$ cat src/rtl/mmio_bridge_if.sv
// CPU-side MMIO request/response bundle for mmio_bridge.
// master = CPU load/store port (req_* out, rsp_* in); slave = bridge.
interface mmio_bridge_if #(
    parameter int ADDR_W = 32,
    parameter int DATA_W = 64
);
    logic                  req_valid;
    logic                  req_ready;
    logic                  req_we;
    logic [ADDR_W-1:0]     req_addr;
    logic [DATA_W-1:0]     req_wdata;
    logic [DATA_W/8-1:0]   req_wstrb;
    logic                  rsp_valid;
    logic [DATA_W-1:0]     rsp_rdata;
    logic                  rsp_err;

    modport master (
        output req_valid, req_we, req_addr, req_wdata, req_wstrb,
        input  req_ready, rsp_valid, rsp_rdata, rsp_err
    );

    modport slave (
        input  req_valid, req_we, req_addr, req_wdata, req_wstrb,
        output req_ready, rsp_valid, rsp_rdata, rsp_err
    );
endinterface

$ cat src/rtl/mmio_bridge.sv
// MMIO router: decodes CPU requests against per-slot base/mask, forwards them
// to one of NUM_DEV slots with a valid/ack handshake, returns one response per
// request; missing or dead slots become bus errors via a wait timeout.
// Ports: clk, rst (sync, active high); bus (slave modport: req_*/rsp_*);
//   dev_sel_o/we/addr/wdata/wstrb to slots; dev_ack_i/dev_rdata_i from slots.
// Optional: MMIO_ERRREG_EN adds err_clr_i, err_valid_o, err_addr_o
//   (sticky capture of the first failing address).
module mmio_bridge #(
    parameter int ADDR_W  = 32,
    parameter int DATA_W  = 64,
    parameter int NUM_DEV = 4,
    parameter logic [NUM_DEV*ADDR_W-1:0] DEV_BASE =
        128'h3000_0000_2000_0000_1000_0000_0000_0000,
    parameter logic [NUM_DEV*ADDR_W-1:0] DEV_MASK =
        128'hF000_0000_F000_0000_F000_0000_F000_0000,
    parameter int TIMEOUT = 255,
    parameter int TO_W    = 8
) (
    input  logic                      clk,
    input  logic                      rst,
    mmio_bridge_if.slave              bus,
    output logic [NUM_DEV-1:0]        dev_sel_o,
    output logic                      dev_we_o,
    output logic [ADDR_W-1:0]         dev_addr_o,
    output logic [DATA_W-1:0]         dev_wdata_o,
    output logic [DATA_W/8-1:0]       dev_wstrb_o,
    input  logic [NUM_DEV-1:0]        dev_ack_i,
    input  logic [NUM_DEV*DATA_W-1:0] dev_rdata_i
`ifdef MMIO_ERRREG_EN
    ,
    input  logic                      err_clr_i,
    output logic                      err_valid_o,
    output logic [ADDR_W-1:0]         err_addr_o
`endif
);
    localparam int STRB_W = DATA_W / 8;
    localparam logic [TO_W-1:0] TO_LAST = TO_W'(TIMEOUT - 1);

    typedef enum logic [1:0] {
        S_IDLE,
        S_WAIT,
        S_RESP
    } state_t;

    state_t              state_q, state_d;
    logic                ready_q, ready_d;
    logic [NUM_DEV-1:0]  sel_q, sel_d;
    logic                we_q, we_d;
    logic [ADDR_W-1:0]   addr_q, addr_d;
    logic [DATA_W-1:0]   wdata_q, wdata_d;
    logic [STRB_W-1:0]   wstrb_q, wstrb_d;
    logic [TO_W-1:0]     cnt_q, cnt_d;
    logic [DATA_W-1:0]   rdata_q, rdata_d;
    logic                err_q, err_d;

    logic                hit;
    logic [NUM_DEV-1:0]  hit_oh;
    logic [ADDR_W-1:0]   hit_mask;
    logic                accept;
    logic                ack_ok;
    logic [DATA_W-1:0]   ack_rdata;

    // Descending scan so the lowest matching slot is the last one written.
    always_comb begin
        hit      = 1'b0;
        hit_oh   = '0;
        hit_mask = '0;
        for (int i = NUM_DEV - 1; i >= 0; i--) begin
            if ((bus.req_addr & DEV_MASK[i*ADDR_W +: ADDR_W])
                == DEV_BASE[i*ADDR_W +: ADDR_W]) begin
                hit       = 1'b1;
                hit_oh    = '0;
                hit_oh[i] = 1'b1;
                hit_mask  = DEV_MASK[i*ADDR_W +: ADDR_W];
            end
        end
    end

    // Only the selected slot's ack/data count.
    always_comb begin
        ack_rdata = '0;
        for (int i = 0; i < NUM_DEV; i++) begin
            if (sel_q[i]) begin
                ack_rdata = ack_rdata | dev_rdata_i[i*DATA_W +: DATA_W];
            end
        end
    end

    assign ack_ok = |(dev_ack_i & sel_q);
    // ready_q is high only in IDLE, so it doubles as the state qualifier.
    assign accept = bus.req_valid & ready_q;

    always_comb begin
        state_d = state_q;
        sel_d   = sel_q;
        we_d    = we_q;
        addr_d  = addr_q;
        wdata_d = wdata_q;
        wstrb_d = wstrb_q;
        cnt_d   = cnt_q;
        rdata_d = rdata_q;
        err_d   = err_q;
        unique case (state_q)
            S_IDLE: begin
                if (accept) begin
                    we_d    = bus.req_we;
                    addr_d  = bus.req_addr & ~hit_mask;
                    wdata_d = bus.req_wdata;
                    wstrb_d = bus.req_we ? bus.req_wstrb : '0;
                    cnt_d   = '0;
                    if (hit) begin
                        sel_d   = hit_oh;
                        state_d = S_WAIT;
                    end else begin
                        rdata_d = '0;
                        err_d   = 1'b1;
                        state_d = S_RESP;
                    end
                end
            end
            S_WAIT: begin
                if (ack_ok) begin
                    sel_d   = '0;
                    rdata_d = we_q ? '0 : ack_rdata;
                    err_d   = 1'b0;
                    state_d = S_RESP;
                end else if (cnt_q == TO_LAST) begin
                    sel_d   = '0;
                    rdata_d = '0;
                    err_d   = 1'b1;
                    state_d = S_RESP;
                end else begin
                    cnt_d = cnt_q + 1'b1;
                end
            end
            S_RESP: begin
                state_d = S_IDLE;
            end
            default: begin
                sel_d   = '0;
                state_d = S_IDLE;
            end
        endcase
        ready_d = (state_d == S_IDLE);
    end

    always_ff @(posedge clk) begin
        if (rst) begin
            state_q <= S_IDLE;
            ready_q <= 1'b0;
            sel_q   <= '0;
            we_q    <= 1'b0;
            addr_q  <= '0;
            wdata_q <= '0;
            wstrb_q <= '0;
            cnt_q   <= '0;
            rdata_q <= '0;
            err_q   <= 1'b0;
        end else begin
            state_q <= state_d;
            ready_q <= ready_d;
            sel_q   <= sel_d;
            we_q    <= we_d;
            addr_q  <= addr_d;
            wdata_q <= wdata_d;
            wstrb_q <= wstrb_d;
            cnt_q   <= cnt_d;
            rdata_q <= rdata_d;
            err_q   <= err_d;
        end
    end

    assign bus.req_ready = ready_q;
    assign bus.rsp_valid = (state_q == S_RESP);
    assign bus.rsp_rdata = rdata_q;
    assign bus.rsp_err   = err_q;

    assign dev_sel_o   = sel_q;
    assign dev_we_o    = we_q;
    assign dev_addr_o  = addr_q;
    assign dev_wdata_o = wdata_q;
    assign dev_wstrb_o = wstrb_q;

`ifdef MMIO_ERRREG_EN
    logic              err_evt;
    logic [ADDR_W-1:0] err_cap;
    logic [ADDR_W-1:0] raw_addr_q;
    logic              err_valid_q;
    logic [ADDR_W-1:0] err_addr_q;

    // dev_addr holds only the slot offset, so keep the full address too.
    // A miss errors on the accept edge, before raw_addr_q is loaded.
    assign err_evt = (state_d == S_RESP) & err_d & (state_q != S_RESP);
    assign err_cap = (state_q == S_IDLE) ? bus.req_addr : raw_addr_q;

    always_ff @(posedge clk) begin
        if (rst) begin
            raw_addr_q  <= '0;
            err_valid_q <= 1'b0;
            err_addr_q  <= '0;
        end else begin
            if (accept) begin
                raw_addr_q <= bus.req_addr;
            end
            if (err_evt && (!err_valid_q || err_clr_i)) begin
                err_valid_q <= 1'b1;
                err_addr_q  <= err_cap;
            end else if (err_clr_i) begin
                err_valid_q <= 1'b0;
            end
        end
    end

    assign err_valid_o = err_valid_q;
    assign err_addr_o  = err_addr_q;
`endif
endmodule

$ cat src/flat_wrapper.sv
// flat-port wrapper written by rule: the top's interface ports become plain ports
module mmio_bridge_flat 
#(
    parameter int ADDR_W  = 32,
    parameter int DATA_W  = 64,
    parameter int NUM_DEV = 4,
    parameter logic [NUM_DEV*ADDR_W-1:0] DEV_BASE =
        128'h3000_0000_2000_0000_1000_0000_0000_0000,
    parameter logic [NUM_DEV*ADDR_W-1:0] DEV_MASK =
        128'hF000_0000_F000_0000_F000_0000_F000_0000,
    parameter int TIMEOUT = 255,
    parameter int TO_W    = 8
)
  (clk, rst, dev_sel_o, dev_we_o, dev_addr_o, dev_wdata_o, dev_wstrb_o, dev_ack_i, dev_rdata_i, bus_req_valid, bus_req_we, bus_req_addr, bus_req_wdata, bus_req_wstrb, bus_req_ready, bus_rsp_valid, bus_rsp_rdata, bus_rsp_err);
  mmio_bridge_if #(.ADDR_W(ADDR_W), .DATA_W(DATA_W)) bus_i ();
  input  logic clk;
  input  logic rst;
  output logic [NUM_DEV-1:0] dev_sel_o;
  output logic dev_we_o;
  output logic [ADDR_W-1:0] dev_addr_o;
  output logic [DATA_W-1:0] dev_wdata_o;
  output logic [DATA_W/8-1:0] dev_wstrb_o;
  input  logic [NUM_DEV-1:0] dev_ack_i;
  input  logic [NUM_DEV*DATA_W-1:0] dev_rdata_i;
  input wire logic [$bits(bus_i.req_valid)-1:0] bus_req_valid;
  input wire logic [$bits(bus_i.req_we)-1:0] bus_req_we;
  input wire logic [$bits(bus_i.req_addr)-1:0] bus_req_addr;
  input wire logic [$bits(bus_i.req_wdata)-1:0] bus_req_wdata;
  input wire logic [$bits(bus_i.req_wstrb)-1:0] bus_req_wstrb;
  output wire logic [$bits(bus_i.req_ready)-1:0] bus_req_ready;
  output wire logic [$bits(bus_i.rsp_valid)-1:0] bus_rsp_valid;
  output wire logic [$bits(bus_i.rsp_rdata)-1:0] bus_rsp_rdata;
  output wire logic [$bits(bus_i.rsp_err)-1:0] bus_rsp_err;
  assign bus_i.req_valid = bus_req_valid;
  assign bus_i.req_we = bus_req_we;
  assign bus_i.req_addr = bus_req_addr;
  assign bus_i.req_wdata = bus_req_wdata;
  assign bus_i.req_wstrb = bus_req_wstrb;
  assign bus_req_ready = bus_i.req_ready;
  assign bus_rsp_valid = bus_i.rsp_valid;
  assign bus_rsp_rdata = bus_i.rsp_rdata;
  assign bus_rsp_err = bus_i.rsp_err;
  mmio_bridge #(.ADDR_W(ADDR_W), .DATA_W(DATA_W), .NUM_DEV(NUM_DEV), .DEV_BASE(DEV_BASE), .DEV_MASK(DEV_MASK), .TIMEOUT(TIMEOUT), .TO_W(TO_W)) u_core (.clk(clk), .rst(rst), .bus(bus_i), .dev_sel_o(dev_sel_o), .dev_we_o(dev_we_o), .dev_addr_o(dev_addr_o), .dev_wdata_o(dev_wdata_o), .dev_wstrb_o(dev_wstrb_o), .dev_ack_i(dev_ack_i), .dev_rdata_i(dev_rdata_i));
endmodule
$ cat config.mk
export PLATFORM = sky130hd
export DESIGN_NAME = mmio_bridge_flat
export DESIGN_NICKNAME = d
export VERILOG_FILES = /design/src/rtl/mmio_bridge_if.sv /design/src/rtl/mmio_bridge.sv /design/src/flat_wrapper.sv
export SDC_FILE = /design/constraint.sdc
export NUM_CORES = 1
export LEC_CHECK = 0
export ABC_CLOCK_PERIOD_IN_PS = 3300
export CAP_MARGIN = 25
export CORE_AREA = 2 2 211 213
export CTS_BUF_LIST = sky130_fd_sc_hd__clkbuf_4 sky130_fd_sc_hd__clkbuf_8 sky130_fd_sc_hd__clkbuf_16
export DETAILED_ROUTE_END_ITERATION = 12
export DIE_AREA = 0 0 213 215
export GPL_TIMING_DRIVEN = 0
export PLACE_DENSITY_LB_ADDON = 0.3
export RECOVER_POWER = 50
export SYNTH_ARGS = -nofsm -noshare
export SYNTH_HDL_FRONTEND = slang
export SYNTH_SLANG_ARGS = --single-unit
$ cat constraint.sdc
create_clock -name clk -period 3.3 [get_ports clk]
set_clock_uncertainty 0.1 [all_clocks]
set_input_delay 0.495 -clock clk [delete_from_list [all_inputs] [get_ports clk]]
set_output_delay 0.495 -clock clk [all_outputs]
set_load 0.005 [all_outputs]
==> results of run 1 <==
## flip-flops by register name, summed over array words and instances (netlist names)
register	flops
u_core.state_q	2
u_core.dev_we_o	1
u_core.dev_addr_o	32
u_core.bus.rsp_rdata	64
u_core.dev_sel_o	4
u_core.dev_wstrb_o	8
u_core.dev_wdata_o	64
u_core.bus.rsp_err	1
u_core.cnt_q	8
u_core.bus.req_ready	1
## power by group through the flow
| stage | Combinational [mW] | Sequential [mW] | Clock [mW] |
|---|---|---|---|
| floorplan | 0.217 | 2.39 | 0 |
| global placement | 0.920 | 2.39 | 0 |
| detailed placement | 0.922 | 2.39 | 0 |
| CTS | 0.929 | 2.34 | 2.27 |
| global route | 0.953 | 2.34 | 2.33 |
| finish | 0.892 | 2.33 | 2.17 |
## layout make-up
| class | count | area, µm² |
|---|---|---|
| clock buffer | 18 | 439 |
| clock inverter | 14 | 159 |
| multi-input combinational | 586 | 3880 |
| buffer | 79 | 399 |
| timing repair buffer | 542 | 5430 |
| tap | 592 | 741 |
| fill | 4583 | 28900 |
| antenna | 11 | 27.5 |
| sequential | 185 | 3700 |
| inverter | 1 | 3.75 |
## per-stage QoR
step / hold slack (ps) / setup WS, ps
floorplan: 348 / 1510
global placement: 337 / 284
detailed placement: 345 / 275
CTS: 296 / 629
global route: 332 / 319
finish: 335 / 562
## worst paths after layout
path / start / to / slack [ps]
min: bus_req_we / u_core.dev_we_o / 330
max reg2reg: u_core.bus.req_ready / u_core.dev_wdata_o[23] / 700
max: bus_req_valid / u_core.dev_wdata_o[23] / 560
min reg2reg: u_core.dev_wdata_o[60] / u_core.dev_wdata_o[60] / 350
## logic make-up after synthesis
family                   count (synthesis)  synth area share, %
multiplexers                             4                0.501
flip-flops                             185                 46.3
AND/OR/NAND/NOR                        268                 14.1
XOR/XNOR                                 5                0.547
adder cells (fa/ha/maj)                  2                0.313
AO/OA/AOI/OAI                          307                 33.2
buffers and inverters                   80                 5.04
## layer usage
metal	wire, µm	vias to the layer above	global-route usage (%)
met5	13	-	0
met2	21600	419	31.6
li1	-	4277	-
met1	16300	4214	19.1
met3	4160	78	7.42
met4	1790	2	10.9
## worst min-delay path, cell delays in order
cell and delay (ps):
clkbuf_1 210, nand2_1 110, a21oi_1 60
## placed cells by master, fill, tap and decap left out, drive strengths merged, types with 2 or more instances in the layout
cell,count
a21oi,108
a221oi,64
a22o,64
a22oi,2
and2,2
and4,2
buf,27
clkbuf,70
clkdlybuf4s50,367
clkinv,3
clkinvlp,4
dfxtp,185
diode,11
dlygate4sd3,175
ha,2
inv,7
mux2i,4
nand2,207
nand2b,7
nand3,17
nor2,14
nor2b,2
nor3,8
nor4,2
o2bb2ai,64
xnor2,5
==> flow_summary.toml, run 1 <==
[placed_design]
dp_hpwl_mm = 35.2
finalWeightedCongestion = 0.862
io_buffers = 542
dpl_cell_area_mm2 = 0.0142
dp.cells = 1985

[power]
p_sw_share_pct = 27.0
p_int_mw = 3.94
combPwrFrac_pct = 16.5
p_per_area_mw_per_mm2 = 365
irDropWorstVdd_mv = 0.365
total_power_mw = 5.40
clkPwrFrac_pct = 40.2
netSwitchingPower_mw = 1.46
p_seq_share_pct = 43.2
power.leakage_nw = 5.46

[clock_network]
clkLatencyLatePin_ps = 480
cts-buffers-inserted = 17
cts_setup_buffers = 0
cts_tree = "yes"
postCtsHoldBufs = 0
clk_pin_slew_ps = 80
clk_root_buffer_cell = "clkbuf_16"
cts_buffer_depth = 2
tritoncts_num_sinks = 185
htree_levels = 4
cts_resized = 0

[status]
status = "completed"

[die]
dieWidth_um = 213
die_area_mm2 = 0.0458
initial_core_util_pct = 18.3
std_cell_rows = 77
io_pins = 544
coreArea_mm2 = 0.0436
die_h_um = 215

[layout]
drive_above_1_share_pct = 8.49
final_nets = 1782
fin_cells = 2028
final_cell_area_mm2 = 0.0148
syn_to_final_growth_pct = 84.8
fin_util_pct = 33.9

[routing]
vias_per_cell = 4.43
drtIter0Drc = 378
via_count = 8990
drc = 0
postRouteAntennaNets = 0
wl_mm = 43.8
drtPass1Iterations = 5
route.detailed.wl_per_inst_um = 21.6

[yosys]
syn_nets = 1221
synth_edf_count = 0
synth_ff_type = "dfxtp_1"
synthesis.instances = 851
ys_top_cells_by_count = "nand2_1, dfxtp_1, a21oi_1, a221oi_1, a22o_1"
synth-async-reset-ratio_pct = 0
synth_top_area_share_pct = 46.3
syn_area_mm2 = 0.00800
synth_cell_type_count = 41
ys_seq_area_share_pct = 46.3
synthTopCellsByArea = "dfxtp_1, o2bb2ai_2, nand2_1"
syn_area_per_cell_um2 = 9.40
yosys.cell_count.top_type = "nand2_1"
yosys_warnings = 0
synth_top_area_cell = "dfxtp_1"
ys_ff_latch = 185

[grt]
grt_pass1_wl_mm = 60.5
grt_max_degree = 19
antenna_found_initial = 17
overflow = 0
track_usage_pct = 18.6
grt_pass1_vias = 8965

[setup_path]
path_depth = 7
worst-path-buf-inv = 3
path_class = "in -> reg"
critPathTopFamily = "buffers and inverters"
slowest_delay_ps = 940
crit_arrival_ps = 3050
crit_path_start_kind = "primary input"
reg2reg_depth = 6
cp-end-kind = "flop"
crit_required_ps = 3610
crit_fanout = 10
worst_path_max_delay_cell = "nor3_1"
crit_chain = "clkdlybuf4s50_1, nand2_1, nor3_1, buf_2, buf_2, nand2_1, a21oi_1"

[worst_hold_path]
hp-class = "in -> reg"
min_path_cells = 3

[timing]
grt_setup_unrepaired = "no"
final.setup.tns_ps = 0
finalCritPeriodShare_pct = 83.0
fin_crit_ps = 2740
worst_pin_slew_ps = 1220
setup_violations = 0
drv_slew = 0
hold_viol_final = 0
slew-limit-headroom_pct = 18.0
fmax_ghz = 0.365

[job]
maxCapViolCount = 0
(Power assumes the default switching activity.)
==> run 2: changes to the inputs <==
--- a/config.mk
+++ b/config.mk
@@ -5,7 +5,7 @@
 export SDC_FILE = /design/constraint.sdc
 export NUM_CORES = 1
 export LEC_CHECK = 0
-export ABC_CLOCK_PERIOD_IN_PS = 3300
+export ABC_CLOCK_PERIOD_IN_PS = 2200
 export CAP_MARGIN = 25
 export CORE_AREA = 2 2 211 213
 export CTS_BUF_LIST = sky130_fd_sc_hd__clkbuf_4 sky130_fd_sc_hd__clkbuf_8 sky130_fd_sc_hd__clkbuf_16
==> constraint.sdc (replaced) <==
create_clock -name clk -period 2.2 [get_ports clk]
set_clock_uncertainty 0.1 [all_clocks]
set_input_delay 0.33 -clock clk [delete_from_list [all_inputs] [get_ports clk]]
set_output_delay 0.33 -clock clk [all_outputs]
set_load 0.005 [all_outputs]
==> run 2 against run 1 <==
Sequential power is 50% higher. Highest routed layer unchanged. Critical endpoint is now u_core.bus.rsp_rdata[32]. Clock power increased by 50%. Worst hold slack got worse by 170 ps. Routed wire length grew 0.20%. Critical path depth did not move. Via count is the same. Register-to-register slack worse by 620 ps. Critical path type is now reg -> reg.
==> flow_summary.toml, run 2 (synthesis gave the netlist of run 1 again) <==
[routing]
drc = 0
wl_mm = 43.9
drtIter0Drc = 422
drtPass1Iterations = 4
route.detailed.wl_per_inst_um = 21.6
vias_per_cell = 4.43
via_count = 8990
postRouteAntennaNets = 0

[timing]
fin_crit_ps = 2120
worst_pin_slew_ps = 987
finalCritPeriodShare_pct = 96.3
fmax_ghz = 0.472
slew-limit-headroom_pct = 34.2
hold_ws_ps = 169
hold_viol_final = 0
final.setup.tns_ps = 0
setup_violations = 0
grt_setup_unrepaired = "no"
drv_slew = 0

[layout]
final_common_cell = "clkdlybuf4s50_1"
drive_above_1_share_pct = 10.4
syn_to_final_growth_pct = 85.8
fin_cells = 2031
n_fill_cell = 4571
final_nets = 1785
mostFrequentLayoutCells = "clkdlybuf4s50_1, nand2_1, dfxtp_1, dlygate4sd3_1, a21oi_1"
fin_util_pct = 34.1

[die]
dieWidth_um = 213
io_pins = 544
die_h_um = 215
std_cell_rows = 77
initial_core_util_pct = 18.3
die_area_mm2 = 0.0458
coreArea_mm2 = 0.0436

[clock_network]
htree_levels = 4
cts-buffers-inserted = 17
cts_buffer_depth = 2
clk_pin_slew_ps = 80
clkLatencyLatePin_ps = 480
cts_tree = "yes"
tritoncts_num_sinks = 185
clk_root_buffer_cell = "clkbuf_16"

[worst_hold_path]
hp-start = "bus_req_we"
hp-class = "in -> reg"

[placed_design]
dp.cells = 1985
finalWeightedCongestion = 0.862
dp_hpwl_mm = 35.2
io_buffers = 542

[grt]
grt_pass1_vias = 8992
track_usage_pct = 18.6
antenna_found_initial = 17
overflow = 0
grt_pass1_wl_mm = 60.6
grt_max_degree = 19

[setup_path]
crit_chain = "a22oi_2, buf_4, and2_1, or4_1, buf_4, buf_6, o2bb2ai_2"
slowest_delay_ps = 480
crit_required_ps = 2510
path_class = "reg -> reg"
crit_path_start = "u_core.dev_sel_o[2]"
critPathMostFrequentCell = "buf_4"
crit_fanout = 10
regToRegStartpoint = "u_core.dev_sel_o[2]"
crit_path_start_kind = "flop"
worst_path_max_delay_cell = "dfxtp_1"
cp-end-kind = "flop"
crit_arrival_ps = 2430

[job]
maxCapViolCount = 0

[power]
power.leakage_nw = 5.48
irDropWorstVdd_mv = 0.547
total_power_mw = 8.11
p_per_area_mw_per_mm2 = 546

[status]
status = "completed"
run 2: cell count changes in the layout (fill, tap and decap cells not counted), moves of 2 or more:
cell / delta
clkbuf_1: -15
a22oi_2: +2
a22oi_1: -2
clkbuf_2: +16
clkdlybuf4s50_1: +14
dlygate4sd3_1: -14
buf_4: +2
run 2: layer usage:
layer	up-vias	GRT usage (%)	routed length [µm]	part of all wire, %
met2	425	31.7	21500	49
met1	4203	19.1	16300	37
li1	4282	-	-	-
met5	-	0	13	0.030
met4	2	11.0	1800	4.1
met3	78	7.48	4240	9.7
run 2: through the flow:
step / area (µm²) / worst slack (ps)
global placement: 14200 / -651
global route: 14900 / 5.37
finish: 14900 / 81.7
floorplan: 8000 / 570
detailed placement: 14200 / -660
CTS: 14800 / 1.77
run 2: worst paths after layout:
| kind | depth (start not counted) | slack (ps) | endpoint |
|---|---|---|---|
| worst max-delay path | 7 | 80 | u_core.bus.rsp_rdata[32] |
| worst min-delay path | 3 | 170 | u_core.dev_we_o |
| worst max register to register | 7 | 80 | u_core.bus.rsp_rdata[32] |
| worst min register to register | 2 | 350 | u_core.dev_addr_o[25] |
run 2: final cells by class:
cell class	instances	area, µm²	share of cell area (%)
Antenna cell	11	27.5	0.185
Buffer	79	423	2.84
Clock buffer	18	439	2.95
Clock inverter	14	159	1.07
Inverter	1	3.75	0.0253
Multi-Input combinational cell	586	3920	26.4
Sequential cell	185	3700	24.9
Tap cell	592	741	4.98
Timing Repair Buffer	545	5450	36.6
run 2: what timing repair did:
| item | CTS | global route |
|---|---|---|
| pin swaps | 1 | 1 |
| setup buffers | 1 | 2 |
| setup endpoints to repair | 98 | 53 |
| gates resized for setup | 12 | 19 |
| hold buffers | 0 | 0 |
| endpoints found under the hold margin | 0 | 0 |
run 2: report_power, final:
| group | internal (mW) | leakage (nW) | switching, mW | total (mW) |
|---|---|---|---|---|
| Combinational | 0.832 | 3.70 | 0.519 | 1.35 |
| Clock | 1.64 | 0.280 | 1.62 | 3.26 |
| Sequential | 3.45 | 1.50 | 0.0535 | 3.50 |
run 2: critical path, delay by kind of cell (launching register included):
family / cells / cell delay, ps
AO/OA/AOI/OAI: 2 / 250
buffers and inverters: 3 / 600
flip-flops: 1 / 480
AND/OR/NAND/NOR: 2 / 600
==> run 3: changes to the inputs <==
--- a/config.mk
+++ b/config.mk
@@ -5,7 +5,7 @@
 export SDC_FILE = /design/constraint.sdc
 export NUM_CORES = 1
 export LEC_CHECK = 0
-export ABC_CLOCK_PERIOD_IN_PS = 2200
+export ABC_CLOCK_PERIOD_IN_PS = 2100
 export CAP_MARGIN = 25
 export CORE_AREA = 2 2 211 213
 export CTS_BUF_LIST = sky130_fd_sc_hd__clkbuf_4 sky130_fd_sc_hd__clkbuf_8 sky130_fd_sc_hd__clkbuf_16
==> constraint.sdc (replaced) <==
create_clock -name clk -period 2.1 [get_ports clk]
set_clock_uncertainty 0.1 [all_clocks]
set_input_delay 0.315 -clock clk [delete_from_list [all_inputs] [get_ports clk]]
set_output_delay 0.315 -clock clk [all_outputs]
set_load 0.005 [all_outputs]
==> run 3 against run 2 <==
Worst setup slack better by 11 ps. Worst hold slack worse by 15 ps. Sequential power up 5%. Critical path type unchanged. Power up 4.8%. Cell area about the same. Critical path depth down 2. Clock power up 5%. Register-to-register slack about the same. Via count down 0.14%.
==> flow_summary.toml, run 3 (synthesis gave the netlist of run 1 again) <==
[clock_network]
cts_buffer_depth = 2
clkLatencyLatePin_ps = 480
tritoncts_num_sinks = 185
cts_tree = "yes"
htree_levels = 4
cts-buffers-inserted = 17
clk_pin_slew_ps = 80
postCtsHoldBufs = 0
clk_root_buffer_cell = "clkbuf_16"

[routing]
wl_mm = 43.9
via_count = 8977
postRouteAntennaNets = 0
drtPass1Iterations = 4
route.detailed.wl_per_inst_um = 21.6
drtIter0Drc = 414
vias_per_cell = 4.42
drc = 0

[job]
maxCapViolCount = 0

[timing]
setup_violations = 0
hold_viol_final = 0
grt_setup_unrepaired = "no"
finalCritPeriodShare_pct = 95.6
fin_crit_ps = 2010
drv_slew = 0
slew-limit-headroom_pct = 33.6
worst_pin_slew_ps = 995
hold_ws_ps = 154
final.setup.tns_ps = 0
fmax_ghz = 0.498

[layout]
drive_above_1_share_pct = 10.5
final_common_cell = "clkdlybuf4s50_1"
final_nets = 1785
mostFrequentLayoutCells = "clkdlybuf4s50_1, nand2_1, dfxtp_1, dlygate4sd3_1, a21oi_1"
syn_to_final_growth_pct = 85.9
n_fill_cell = 4571

[setup_path]
crit_fanout = 10
reg2reg_depth = 5
crit_required_ps = 2360
crit_arrival_ps = 2270
r2r-end = "u_core.bus.rsp_rdata[50]"
path_class = "reg -> reg"
reg2reg_slack_ps = 90
cp-end-kind = "flop"
crit_path_start_kind = "flop"
regToRegStartpoint = "u_core.dev_sel_o[1]"

[worst_hold_path]
hold_path_end = "u_core.dev_we_o"
min_path_cells = 3
hp-class = "in -> reg"
hp-start = "bus_req_we"

[grt]
grt_pass1_vias = 8997
track_usage_pct = 18.6
grt_max_degree = 19
overflow = 0
antenna_found_initial = 17
grt_pass1_wl_mm = 60.6

[die]
coreArea_mm2 = 0.0436
dieWidth_um = 213
die_h_um = 215
io_pins = 544
std_cell_rows = 77
die_area_mm2 = 0.0458
initial_core_util_pct = 18.3

[power]
irDropWorstVdd_mv = 0.573
p_per_area_mw_per_mm2 = 572
power.leakage_nw = 5.49

[placed_design]
dp_hpwl_mm = 35.2
io_buffers = 542
finalWeightedCongestion = 0.862

[status]
status = "completed"
-- run 3: cell count changes in the layout (fill, tap and decap cells not counted), sizes merged --
cell,change
buf,-2
dlygate4sd3,+3
clkdlybuf4s50,-4
clkbuf,+3
-- run 3: critical path, cell delays in order (launching register included) --
cell	delay, ps
dfxtp_1	370
clkbuf_2	260
buf_1	350
a22o_1	300
a221oi_1	390
o2bb2ai_2	110
-- run 3: timing repair --
| item | CTS | global route |
|---|---|---|
| endpoints found under the setup margin | 143 | 63 |
| gates resized for setup | 19 | 17 |
| endpoints found under the hold margin | 0 | 0 |
| gates cloned | 0 | 0 |
| setup buffers | 3 | 0 |
| pin swaps | 2 | 0 |
-- run 3: report_power, final --
part | internal (mW) | switching [mW]
logic | 0.871 | 0.545
clock network | 1.72 | 1.70
registers | 3.61 | 0.0566
total | 6.20 | 2.30
-- run 3: area by class of cell --
class | instances | area [µm²] | share of cell area (%)
repair buffers | 545 | 5440 | 36.6
multi-input cells | 586 | 3930 | 26.4
clock buffers | 18 | 439 | 2.95
clock inverters | 14 | 159 | 1.07
well taps | 592 | 741 | 4.98
plain buffers | 79 | 423 | 2.84
diodes | 11 | 27.5 | 0.185
flip-flops and latches | 185 | 3710 | 25.0
inverters | 1 | 3.75 | 0.0252
-- run 3: metrics by stage --
stage | setup WS (ps) | area, µm² | total power [mW] | std cells | util [%]
finish | 93.1 | 14900 | 8.50 | 2031 | 34.1
global route | 14.9 | 14900 | 8.86 | 2030 | 34.1
CTS | 1.30 | 14800 | 8.72 | 2020 | 34.0
detailed placement | -745 | 14200 | 5.20 | 1985 | 32.5
global placement | -736 | 14200 | 5.20 | 1985 | 32.5
floorplan | 470 | 8000 | 4.10 | 851 | -
-- run 3: worst max-delay path by stage --
stage	from	endpoint	slack, ps	cells after the start
finish	u_core.dev_sel_o[1]	u_core.bus.rsp_rdata[50]	90	5
global route	u_core.dev_sel_o[0]	u_core.bus.rsp_rdata[37]	10	5
CTS	u_core.state_q[1]	bus_rsp_valid	1	2
detailed placement	rst	u_core.cnt_q[0]	-740	5
global placement	dev_ack_i[2]	u_core.bus.rsp_rdata[54]	-740	8
floorplan	u_core.dev_sel_o[2]	u_core.bus.rsp_rdata[10]	470	6
-- run 3: routing by layer --
layer	wire length [µm]	share of wire [%]	global-route usage (%)	up-vias
met5	13	0.030	0	-
met4	1780	4.0	10.8	2
met3	4310	9.8	7.32	79
met2	21600	49	31.8	438
met1	16300	37	19.2	4173
li1	-	-	-	4285
